<file path="src/rtl/bg_tile_fetcher.sv">
// bg_tile_fetcher: background tile fetch sequencer.
// Reads the nametable byte for a tile, then the low and high pattern-plane
// bytes for one row of it, over a shared req/valid VRAM read port. The three
// bytes are presented together with a one-cycle tile_valid pulse.
// Optional build macro: ATTR_FETCH_EN adds an attribute-table fetch after the
// nametable read and drives palette_sel from the selected quadrant bits.
module bg_tile_fetcher #(
  parameter int ADDR_W = 16,
  parameter int DATA_W = 8
) (
  input  logic              clk,
  input  logic              rst,
  input  logic              start,
  input  logic [ADDR_W-1:0] nametable_ptr,
  input  logic [2:0]        pattern_table_offset,
  input  logic [7:0]        ppu_ctrl1,
  input  logic              flush,
  output logic              vram_rd_req,
  output logic [ADDR_W-1:0] vram_addr,
  input  logic              vram_rd_valid,
  input  logic [DATA_W-1:0] vram_rd_data,
  output logic              busy,
  output logic              tile_valid,
  output logic [7:0]        tile_index,
  output logic [7:0]        tile_lo,
  output logic [7:0]        tile_hi,
  output logic [1:0]        palette_sel,
  output logic [2:0]        fsm_state
);

  // Read handshake: vram_rd_req is high in every fetch state and vram_addr is
  // held constant while it is high. A read completes on the clock edge where
  // vram_rd_valid is sampled high; vram_rd_data is captured on that same edge
  // and the next address is loaded. vram_rd_valid with vram_rd_req low, or in
  // the same cycle as flush, is ignored.

  typedef enum logic [2:0] {
    S_IDLE  = 3'd0,
    S_NT    = 3'd1,
    S_AT    = 3'd2,
    S_PT_LO = 3'd3,
    S_PT_HI = 3'd4,
    S_DONE  = 3'd5
  } state_t;

  state_t            state_q, state_d;
  logic [ADDR_W-1:0] addr_d;
  logic              accept;
  logic              capture;

  // Request context latched when a fetch is accepted
  logic [ADDR_W-1:0] ptr_q;
  logic [2:0]        offset_q;
  logic              sel_q;

  // Bytes collected during the fetch, published together at DONE
  logic [7:0]        idx_q;
  logic [7:0]        lo_q;

  logic              unused_bits;

  // Pattern-table row address: table select, tile index, plane bit 0, fine row
  function automatic logic [ADDR_W-1:0] pt_addr(input logic sel,
                                                 input logic [7:0] idx,
                                                 input logic [2:0] row);
    pt_addr        = '0;
    pt_addr[12]    = sel;
    pt_addr[11:4]  = idx;
    pt_addr[3]     = 1'b0;
    pt_addr[2:0]   = row;
  endfunction

`ifdef ATTR_FETCH_EN
  logic [7:0]        attr_q;
  logic [ADDR_W-1:0] at_addr;
  logic [2:0]        quad_shift;
  logic [1:0]        palette_q;

  // Attribute byte covering this tile, and the 2-bit quadrant within it
  assign at_addr    = {ptr_q[ADDR_W-1:10], 4'b1111, ptr_q[9:7], ptr_q[4:2]};
  assign quad_shift = {ptr_q[6], ptr_q[1], 1'b0};
  assign palette_sel = palette_q;
`else
  assign palette_sel = 2'b00;
`endif

  // State register
  always_ff @(posedge clk or posedge rst) begin
    if (rst) state_q <= S_IDLE;
    else     state_q <= state_d;
  end

  // Next state, next read address and capture strobes
  always_comb begin
    state_d = state_q;
    addr_d  = vram_addr;
    accept  = 1'b0;
    capture = 1'b0;
    case (state_q)
      S_IDLE: begin
        if (start) begin
          accept  = 1'b1;
          state_d = S_NT;
          addr_d  = nametable_ptr;
        end
      end
      S_NT: begin
        if (vram_rd_valid) begin
          capture = 1'b1;
`ifdef ATTR_FETCH_EN
          state_d = S_AT;
          addr_d  = at_addr;
`else
          state_d = S_PT_LO;
          addr_d  = pt_addr(sel_q, vram_rd_data[7:0], offset_q);
`endif
        end
      end
`ifdef ATTR_FETCH_EN
      S_AT: begin
        if (vram_rd_valid) begin
          capture = 1'b1;
          state_d = S_PT_LO;
          addr_d  = pt_addr(sel_q, idx_q, offset_q);
        end
      end
`endif
      S_PT_LO: begin
        if (vram_rd_valid) begin
          capture   = 1'b1;
          state_d   = S_PT_HI;
          addr_d    = vram_addr;
          addr_d[3] = 1'b1;
        end
      end
      S_PT_HI: begin
        if (vram_rd_valid) begin
          capture = 1'b1;
          state_d = S_DONE;
        end
      end
      S_DONE:  state_d = S_IDLE;
      default: state_d = S_IDLE;
    endcase
    // Abort overrides everything, including a start or a completing read
    if (flush) begin
      state_d = S_IDLE;
      addr_d  = vram_addr;
      accept  = 1'b0;
      capture = 1'b0;
    end
  end

  // Address register, request context and captured data
  always_ff @(posedge clk or posedge rst) begin
    if (rst) begin
      vram_addr  <= '0;
      ptr_q      <= '0;
      offset_q   <= '0;
      sel_q      <= 1'b0;
      idx_q      <= '0;
      lo_q       <= '0;
      tile_index <= '0;
      tile_lo    <= '0;
      tile_hi    <= '0;
`ifdef ATTR_FETCH_EN
      attr_q     <= '0;
      palette_q  <= '0;
`endif
    end else begin
      vram_addr <= addr_d;
      if (accept) begin
        ptr_q    <= nametable_ptr;
        offset_q <= pattern_table_offset;
        sel_q    <= ppu_ctrl1[4];
      end
      if (capture) begin
        case (state_q)
          S_NT:    idx_q <= vram_rd_data[7:0];
`ifdef ATTR_FETCH_EN
          S_AT:    attr_q <= vram_rd_data[7:0];
`endif
          S_PT_LO: lo_q <= vram_rd_data[7:0];
          S_PT_HI: begin
            tile_index <= idx_q;
            tile_lo    <= lo_q;
            tile_hi    <= vram_rd_data[7:0];
`ifdef ATTR_FETCH_EN
            palette_q  <= attr_q[quad_shift +: 2];
`endif
          end
          default: ;
        endcase
      end
    end
  end

  assign vram_rd_req = (state_q == S_NT) || (state_q == S_AT) ||
                       (state_q == S_PT_LO) || (state_q == S_PT_HI);
  assign busy        = (state_q != S_IDLE);
  assign tile_valid  = (state_q == S_DONE);
  assign fsm_state   = state_q;

  // Only the table-select bit of ppu_ctrl1 matters; ptr_q is partly unused
  // depending on the build
  assign unused_bits = ^{ppu_ctrl1[7:5], ppu_ctrl1[3:0], ptr_q};

endmodule
</file>
<file path="config.mk">
export PLATFORM = sky130hd
export DESIGN_NAME = bg_tile_fetcher
export DESIGN_NICKNAME = d
export VERILOG_FILES = /design/src/rtl/bg_tile_fetcher.sv
export SDC_FILE = /design/constraint.sdc
export NUM_CORES = 1
export LEC_CHECK = 0
export CAP_MARGIN = 20
export CORE_ASPECT_RATIO = 0.75
export CORE_MARGIN = 2
export CORE_UTILIZATION = 40
export CTS_CLUSTER_SIZE = 40
export DETAILED_ROUTE_END_ITERATION = 10
export GPL_ROUTABILITY_DRIVEN = 0
export HOLD_SLACK_MARGIN = 0.1
export MAX_ROUTING_LAYER = met4
export PLACE_DENSITY_LB_ADDON = 0.2
export SYNTH_ARGS = -nofsm -noshare
export SYNTH_HDL_FRONTEND = slang
export SYNTH_SLANG_ARGS = --single-unit
</file>
<file path="constraint.sdc">
create_clock -name clk -period 3.3 [get_ports clk]
set_input_delay 0.66 -clock clk [delete_from_list [all_inputs] [get_ports clk]]
set_output_delay 0.66 -clock clk [all_outputs]
set_load 0.01 [all_outputs]
</file>
==> results of run 1 <==
-- routing by layer --
layer | GRT usage | routed length (um) | vias to the layer above
met5 | - | 0 | -
met4 | 0.05023 | 53 | 0
met3 | 0.07149 | 328 | 8
met2 | 0.2275 | 2431 | 50
met1 | 0.2318 | 2841 | 880
li1 | - | - | 821
-- final cells by class --
| cell class | count | area [um2] | area share |
|---|---|---|---|
| multi-input combinational | 105 | 1020 | 0.2733 |
| sequential | 63 | 1577 | 0.4225 |
| timing repair buffer | 82 | 823.3 | 0.2207 |
| clock inverter | 2 | 12.51 | 0.003353 |
| clock buffer | 14 | 182.7 | 0.04896 |
| inverter | 4 | 15.01 | 0.004024 |
| tap | 81 | 101.3 | 0.02716 |
-- cells by family (layout without fill, tap and decap cells) --
logic type | Yosys count | in the layout | synth area share
AOI/OAI and AO/OA | 17 | 17 | 0.05019
other | 1 | 2 | 0.001393
muxes | 62 | 62 | 0.2574
and+or+nand+nor | 22 | 22 | 0.06181
buffers and inverters | 17 | 102 | 0.03717
xor gates and xnor gates | 2 | 2 | 0.006507
DFF | 63 | 63 | 0.5855
-- synthesized netlist by cell type --
library cell,number,area (um2)
sky130_fd_sc_hd__nand3_1,1,5.000
sky130_fd_sc_hd__a22o_1,12,105.1
sky130_fd_sc_hd__nor2_2,1,6.260
sky130_fd_sc_hd__nor3_4,1,16.27
sky130_fd_sc_hd__xnor2_1,2,17.52
sky130_fd_sc_hd__buf_6,1,11.26
sky130_fd_sc_hd__clkbuf_1,1,3.750
sky130_fd_sc_hd__nand2b_1,2,12.51
sky130_fd_sc_hd__buf_2,5,25.02
sky130_fd_sc_hd__o21bai_1,1,7.510
sky130_fd_sc_hd__a21o_1,1,7.510
sky130_fd_sc_hd__nand4b_2,1,15.01
sky130_fd_sc_hd__nor3b_2,1,12.51
sky130_fd_sc_hd__inv_1,4,15.01
sky130_fd_sc_hd__mux2_2,58,653.1
sky130_fd_sc_hd__and2_0,1,6.260
sky130_fd_sc_hd__nor2_1,2,7.510
sky130_fd_sc_hd__buf_4,6,45.04
sky130_fd_sc_hd__mux2i_1,4,40.04
sky130_fd_sc_hd__or3_1,1,6.260
sky130_fd_sc_hd__or2_2,1,6.260
sky130_fd_sc_hd__and3b_1,1,8.760
sky130_fd_sc_hd__nand2_1,5,18.77
sky130_fd_sc_hd__nor3_1,1,5.000
sky130_fd_sc_hd__dfrtp_1,63,1577
sky130_fd_sc_hd__nor3b_1,1,7.510
sky130_fd_sc_hd__nand4bb_1,1,11.26
sky130_fd_sc_hd__o21ai_0,1,5.000
sky130_fd_sc_hd__conb_1,1,3.750
sky130_fd_sc_hd__a21oi_1,2,10.01
sky130_fd_sc_hd__nor4_4,1,21.27
-- where the power goes --
| part | internal, mW | total [mW] | switching [mW] |
|---|---|---|---|
| Clock | 0.354 | 0.647 | 0.293 |
| Sequential | 0.902 | 0.970 | 0.0683 |
| Combinational | 0.287 | 0.452 | 0.165 |
-- cells in the final DEF (no fill, tap or decap), types with 2 or more instances in the layout --
cell,instances
sky130_fd_sc_hd__a22o_1,12
sky130_fd_sc_hd__nand2_1,5
sky130_fd_sc_hd__inv_1,3
sky130_fd_sc_hd__buf_4,3
sky130_fd_sc_hd__clkdlybuf4s50_1,78
sky130_fd_sc_hd__mux2i_1,4
sky130_fd_sc_hd__nand2b_1,2
sky130_fd_sc_hd__a21oi_1,2
sky130_fd_sc_hd__clkbuf_8,13
sky130_fd_sc_hd__conb_1,2
sky130_fd_sc_hd__xnor2_1,2
sky130_fd_sc_hd__dfrtp_1,63
sky130_fd_sc_hd__nor2_1,2
sky130_fd_sc_hd__mux2_2,58
-- critical path, cell delays in order, from the launching register on --
cell                              delay (ps)
sky130_fd_sc_hd__dfrtp_1                 620
sky130_fd_sc_hd__nor2_1                  140
sky130_fd_sc_hd__xnor2_1                 150
sky130_fd_sc_hd__clkdlybuf4s50_1         550
-- path summary, 6_finish.rpt --
check	end	cells after the start	from
setup reg to reg	vram_addr[3]	3	fsm_state[2]
hold reg to reg	idx_q[6]	1	idx_q[6]
setup / recovery	vram_rd_req	3	fsm_state[1]
max in group asynchronous	fsm_state[2]	3	rst
min in group asynchronous	vram_addr[14]	3	rst
hold / removal	idx_q[6]	1	idx_q[6]
-- stage by stage --
step           cell area, um2  hold WS (ps)  utilization  instances
3_5_place_dp             3536         489.0       0.5514        335
2_1_floorplan            2696         473.6            -        185
4_1_cts                  3731         504.9       0.5819        351
6_report                 3731         502.0       0.5819        351
5_1_grt                  3731         520.5       0.5819        351
3_3_place_gp             3536         482.6       0.5514        335
-- registers in the layout, summed over array words and instances (netlist names) --
| register | cells |
|---|---|
| vram_addr | 16 |
| idx_q | 8 |
| lo_q | 8 |
| tile_hi | 8 |
| tile_index | 8 |
| tile_lo | 8 |
| fsm_state | 3 |
| offset_q | 3 |
| sel_q | 1 |
==> tab_implementation.tex, run 1 <==
\begin{tabular}{lr}
\hline
Metric & Value \\
\hline
\multicolumn{2}{l}{\textbf{Run status}} \\
Status & finished clean \\
\multicolumn{2}{l}{\textbf{Routing}} \\
Remaining antenna violation count & 0 \\
Pre-Repair DR Iteration Count & 4 \\
Number of design-rule violations left by the first detailed-router iteration & 66 \\
Routed Wire Length & 5654 um \\
Post-route DRC & 0 \\
Average routed wire per standard cell & 16.11 um \\
Vias after detailed routing & 1759 \\
Post-DR vias/cell & 5.011 \\
\multicolumn{2}{l}{\textbf{GRT}} \\
Final global-route overflow total & 0 \\
Largest net degree at the start of global routing & 64 \\
Vias in the first global route & 1736 \\
Global-route usage over all layers & 0.1688 \\
Antenna violations before repair & 0 \\
First-pass GRT wire length & 9059 um \\
\multicolumn{2}{l}{\textbf{Clock network}} \\
Number of buffers added to fix hold violations after cts & 0 \\
H-tree level count & 3 \\
Post-CTS clock slew at the launch and capture registers of the worst setup and hold paths & 70 ps \\
Cts bufs inserted & 9 \\
Clock Root Buffer & sky130\_fd\_sc\_hd\_\_clkbuf\_8 \\
Clock tree from TritonCTS & done \\
Quantity of gates resized following cts & 0 \\
Clock Sink Count & 63 \\
Post-CTS setup buffers & 0 \\
Number of buffers on the longest clock path & 2 \\
Clk Latency, worst-skew pair & 340 ps \\
\multicolumn{2}{l}{\textbf{Setup path}} \\
Setup Crit Path Kind & flop to output port \\
Required arrival time at the worst endpoint & 2640 ps \\
Slack of the worst reg-to-reg path & 1220 ps \\
Critical path launch point type & flop \\
Crit path capture type & output port \\
Maximum fanout count along the critical path & 13 \\
Arrival @ worst endpoint & 1810 ps \\
\multicolumn{2}{l}{\textbf{Power and ir drop}} \\
Maximum vdd drop & 339.2 uV \\
Leakage & 1.661 nW \\
Overall power of the completed layout & 2.068 mW \\
Power density cells & 554.4 nW/um2 \\
\multicolumn{2}{l}{\textbf{Timing}} \\
Slew Limit Fails & 0 \\
Fmax & 0.4056 GHz \\
Shortest period the worst path allows & 2465 ps \\
Worst slew margin relative to its limit & 0.4277 \\
Total Neg Setup Slack & 0 ps \\
Hold violation total from the final report & 0 \\
Worst slew pin tran & 854.7 ps \\
Setup Viol. Count Final & 0 \\
Final critical-path setup slack & 834.5 ps \\
Period Utilization, post-route & 0.7471 \\
Unrepaired setup endpoints after global routing & false \\
Setup clock skew after layout & 9.208 ps \\
\multicolumn{2}{l}{\textbf{Layout}} \\
Layout fillers & 536 \\
Area growth from synthesis to layout & 38.57\% \\
Fraction of layout cells with a size suffix above 1 & 0.3111 \\
\# nets final & 305 \\
Number of antenna diodes & 0 \\
\multicolumn{2}{l}{\textbf{Die}} \\
Area of the placeable core & 6412 um2 \\
Ports placed on the boundary & 88 \\
Overall die height & 75.06 um \\
Overall die width & 98.74 um \\
Die area & 7411 um2 \\
Starting Density & 0.4199 \\
Core Rows & 25 \\
\multicolumn{2}{l}{\textbf{Hold path}} \\
Min-delay worst type & flop to flop \\
\multicolumn{2}{l}{\textbf{Yosys}} \\
Number of synthesized register bits & 63 \\
Unique cell type count in the Yosys netlist & 31 \\
Seq/Total Area, Yosys & 0.5855 \\
Mapped cell area & 2693 um2 \\
Yosys warnings & 0 \\
Number of cells produced by synthesis & 184 \\
Average cell area after synthesis & 14.63 um2 \\
\multicolumn{2}{l}{\textbf{Placement}} \\
PortBufs & 78 \\
Hpwl dp & 3816 um \\
Worst setup slack after placement & 791.5 ps \\
\multicolumn{2}{l}{\textbf{Flow run}} \\
Number of max-capacitance violations reported & 0 \\
\hline
\end{tabular}
Note: power is estimated with default switching activity, not from simulation.
==> run 2: changes to the inputs <==
Clock period 3.3 ns to 2.5 ns, I/O delays scaled along.
==> run 2 against run 1 <==
Die area stayed put. Routed wire length is 1.1% lower. Final cell count is 1.4% higher. Flip-flop and latch count stayed put. Highest routed layer unchanged.
==> tab_implementation.tex, run 2 (same netlist as run 1, synthesis figures left out) <==
\begin{tabular}{lr}
\hline
Metric & Value \\
\hline
\multicolumn{2}{l}{\textbf{Die}} \\
Overall die width & 98.74 um (unchanged) \\
Area of the placeable core & 6412 um2 (unchanged) \\
Die area & 7411 um2 (unchanged) \\
Core Rows & 25 (unchanged) \\
Starting Density & 0.4199 (unchanged) \\
Ports placed on the boundary & 88 (unchanged) \\
Overall die height & 75.06 um (unchanged) \\
\multicolumn{2}{l}{\textbf{Power and ir drop}} \\
Share of total power consumed by net switching & 0.2486 (was 0.2541) \\
Power spent charging and discharging nets & 0.6818 mW (was 0.5256 mW) \\
Proportion of power drawn by combinational gates & 0.223 (was 0.218) \\
Overall power of the completed layout & 2.743 mW (was 2.068 mW) \\
Share of power burned in registers & 0.465 (was 0.469) \\
Proportion of power drawn by the clock network & 0.312 (was 0.313) \\
Leakage & 1.687 nW (was 1.661 nW) \\
Power density cells & 728.7 nW/um2 (was 554.4 nW/um2) \\
Internal Power & 2.061 mW (was 1.543 mW) \\
Maximum vdd drop & 396.5 uV (was 339.2 uV) \\
\multicolumn{2}{l}{\textbf{Clock network}} \\
Post-CTS setup buffers & 0 (unchanged) \\
Clock Sink Count & 63 (unchanged) \\
Cts bufs inserted & 9 (unchanged) \\
Number of buffers on the longest clock path & 2 (unchanged) \\
Number of buffers added to fix hold violations after cts & 0 (unchanged) \\
Post-CTS clock slew at the launch and capture registers of the worst setup and hold paths & 60 ps (was 70 ps) \\
Clock Root Buffer & sky130\_fd\_sc\_hd\_\_clkbuf\_8 (unchanged) \\
Clock tree from TritonCTS & done (unchanged) \\
Clk Latency, worst-skew pair & 330 ps (was 340 ps) \\
H-tree level count & 3 (unchanged) \\
Quantity of gates resized following cts & 0 (unchanged) \\
\multicolumn{2}{l}{\textbf{Layout}} \\
\# nets final & 310 (was 305) \\
Largest register by flop count & vram\_addr (unchanged) \\
Flip-flop count of the largest register after layout & 16 (unchanged) \\
Fraction of layout cells with a size suffix above 1 & 0.3200 (was 0.3111) \\
Number of antenna diodes & 0 (unchanged) \\
Most frequent cells in the layout & sky130\_fd\_sc\_hd\_\_clkdlybuf4s50\_1, sky130\_fd\_sc\_hd\_\_dfrtp\_1, sky130\_fd\_sc\_hd\_\_mux2\_2 (unchanged) \\
Area growth from synthesis to layout & 39.78\% (was 38.57\%) \\
Layout Cells excl Fill & 356 (was 351) \\
Commonest non-fill, non-tap cell in the layout & sky130\_fd\_sc\_hd\_\_clkdlybuf4s50\_1 (unchanged) \\
Area used by multi-input combinational logic & 1020 um2 (unchanged) \\
Layout fillers & 532 (was 536) \\
Reg area & 1577 um2 (unchanged) \\
\multicolumn{2}{l}{\textbf{Setup path}} \\
Maximum fanout count along the critical path & 13 (unchanged) \\
List of cells traversed by the critical path & or3\_1 > clkdlybuf4s50\_1 (was nor2\_1 > xnor2\_1 > clkdlybuf4s50\_1) \\
Required arrival time at the worst endpoint & 2000 ps (was 2640 ps) \\
Crit path capture type & output port (unchanged) \\
Highest cell delay on the worst timing path & 560 ps (was 620 ps) \\
Crit-path slowest cell & sky130\_fd\_sc\_hd\_\_dfrtp\_1 (unchanged) \\
Crit path max-delay family & flip-flops (unchanged) \\
Setup Crit Path Kind & flop to output port (unchanged) \\
Startpoint of the lowest-slack register-to-register path & fsm\_state[2] (unchanged) \\
Worst path buffer plus inverter count & 1 (unchanged) \\
Arrival @ worst endpoint & 1760 ps (was 1810 ps) \\
Path depth of the worst reg2reg path & 3 (unchanged) \\
Slack of the worst reg-to-reg path & 720 ps (was 1220 ps) \\
Critical path launch point type & flop (unchanged) \\
Worst r2r dst & vram\_addr[7] (was vram\_addr[3]) \\
\multicolumn{2}{l}{\textbf{Timing}} \\
Total Neg Setup Slack & 0 ps (unchanged) \\
Setup clock skew after layout & 4.503 ps (was 9.208 ps) \\
Worst slew pin tran & 885.2 ps (was 854.7 ps) \\
Hold violation total from the final report & 0 (unchanged) \\
Period Utilization, post-route & 0.9022 \\
Worst slew margin relative to its limit & 0.4073 (was 0.4277) \\
Slew Limit Fails & 0 (unchanged) \\
Setup Viol. Count Final & 0 (unchanged) \\
Fmax & 0.4434 GHz \\
Unrepaired setup endpoints after global routing & false (unchanged) \\
Shortest period the worst path allows & 2255 ps \\
\multicolumn{2}{l}{\textbf{Routing}} \\
Routed Wire Length & 5593 um (was 5654 um) \\
Remaining antenna violation count & 0 (unchanged) \\
Average routed wire per standard cell & 15.71 um (was 16.11 um) \\
Number of design-rule violations left by the first detailed-router iteration & 55 (was 66) \\
Vias after detailed routing & 1744 (was 1759) \\
Post-DR vias/cell & 4.899 (was 5.011) \\
Pre-Repair DR Iteration Count & 2 (was 4) \\
Post-route DRC & 0 (unchanged) \\
\multicolumn{2}{l}{\textbf{Placement}} \\
Number of placed instances, taps included & 340 (was 335) \\
Hpwl dp & 3875 um (was 3816 um) \\
PortBufs & 78 (unchanged) \\
\multicolumn{2}{l}{\textbf{Run status}} \\
Status & finished clean (unchanged) \\
\multicolumn{2}{l}{\textbf{Hold path}} \\
Hold Path Stages & 1 (unchanged) \\
Hold EP & vram\_addr[0] (was idx\_q[6]) \\
Min-delay worst type & flop to flop (unchanged) \\
Source of the worst hold timing path & vram\_addr[0] (was idx\_q[6]) \\
\multicolumn{2}{l}{\textbf{GRT}} \\
First-pass GRT wire length & 9073 um (was 9059 um) \\
Largest net degree at the start of global routing & 64 (unchanged) \\
Final global-route overflow total & 0 (unchanged) \\
Antenna violations before repair & 0 (unchanged) \\
Vias in the first global route & 1785 (was 1736) \\
Global-route usage over all layers & 0.1658 (was 0.1688) \\
\multicolumn{2}{l}{\textbf{Flow run}} \\
Number of max-capacitance violations reported & 0 (unchanged) \\
\hline
\end{tabular}
-- run 2: changes by cell type in the layout (fill, tap and decap cells not counted), sizes merged --
cell	delta
buf	+5
clkbuf	-2
clkinv	+2
bufinv	+1
clkinvlp	-1
-- run 2: power groups by stage --
stage	Combinational (mW)	Clock, mW	Sequential, mW
after floorplan	0.261	0	1.33
after global placement	0.610	0	1.29
after detailed placement	0.620	0	1.29
after CTS	0.622	0.882	1.27
after global routing	0.659	0.938	1.30
final	0.612	0.856	1.27
-- run 2: worst reg2reg max path, delay by kind of cell (launching register included) --
family           cells  cell delay, ps
AO/OA/AOI/OAI        1             240
flip-flops           1             560
multiplexers         1             140
AND/OR/NAND/NOR      1             790
-- run 2: layout make-up --
cell class              instances  area share
clock inverters                 4     0.01197
flip-flops and latches         63      0.4189
clock buffers                  12     0.03856
well taps                      81     0.02693
repair buffers                 87      0.2287
multi-input cells             105      0.2709
inverters                       4    0.003989
-- run 2: worst max path at each step --
stage	start	end	slack, ps	cells after the start
2_1_floorplan	rst	fsm_state[0]	430	1
3_3_place_gp	vram_rd_valid	vram_addr[0]	270	5
3_5_place_dp	vram_rd_valid	vram_addr[2]	260	5
4_1_cts	fsm_state[2]	busy	210	2
5_1_grt	fsm_state[2]	busy	170	2
6_report	fsm_state[2]	busy	240	2
-- run 2: through the flow --
step	hold WS (ps)	util	setup slack, ps	cell area (um2)
2_1_floorplan	473.6	-	430.3	2696
3_3_place_gp	483.7	0.5573	270.9	3573
3_5_place_dp	492.3	0.5573	257.5	3573
4_1_cts	506.5	0.5869	210.6	3764
5_1_grt	516.9	0.5869	167.3	3764
6_report	504.8	0.5869	244.6	3764
-- run 2: routing by layer --
metal,wire length (um),GRT usage
met4,50,0.05023
met2,2423,0.2313
met3,249,0.05385
met5,0,-
met1,2869,0.2315
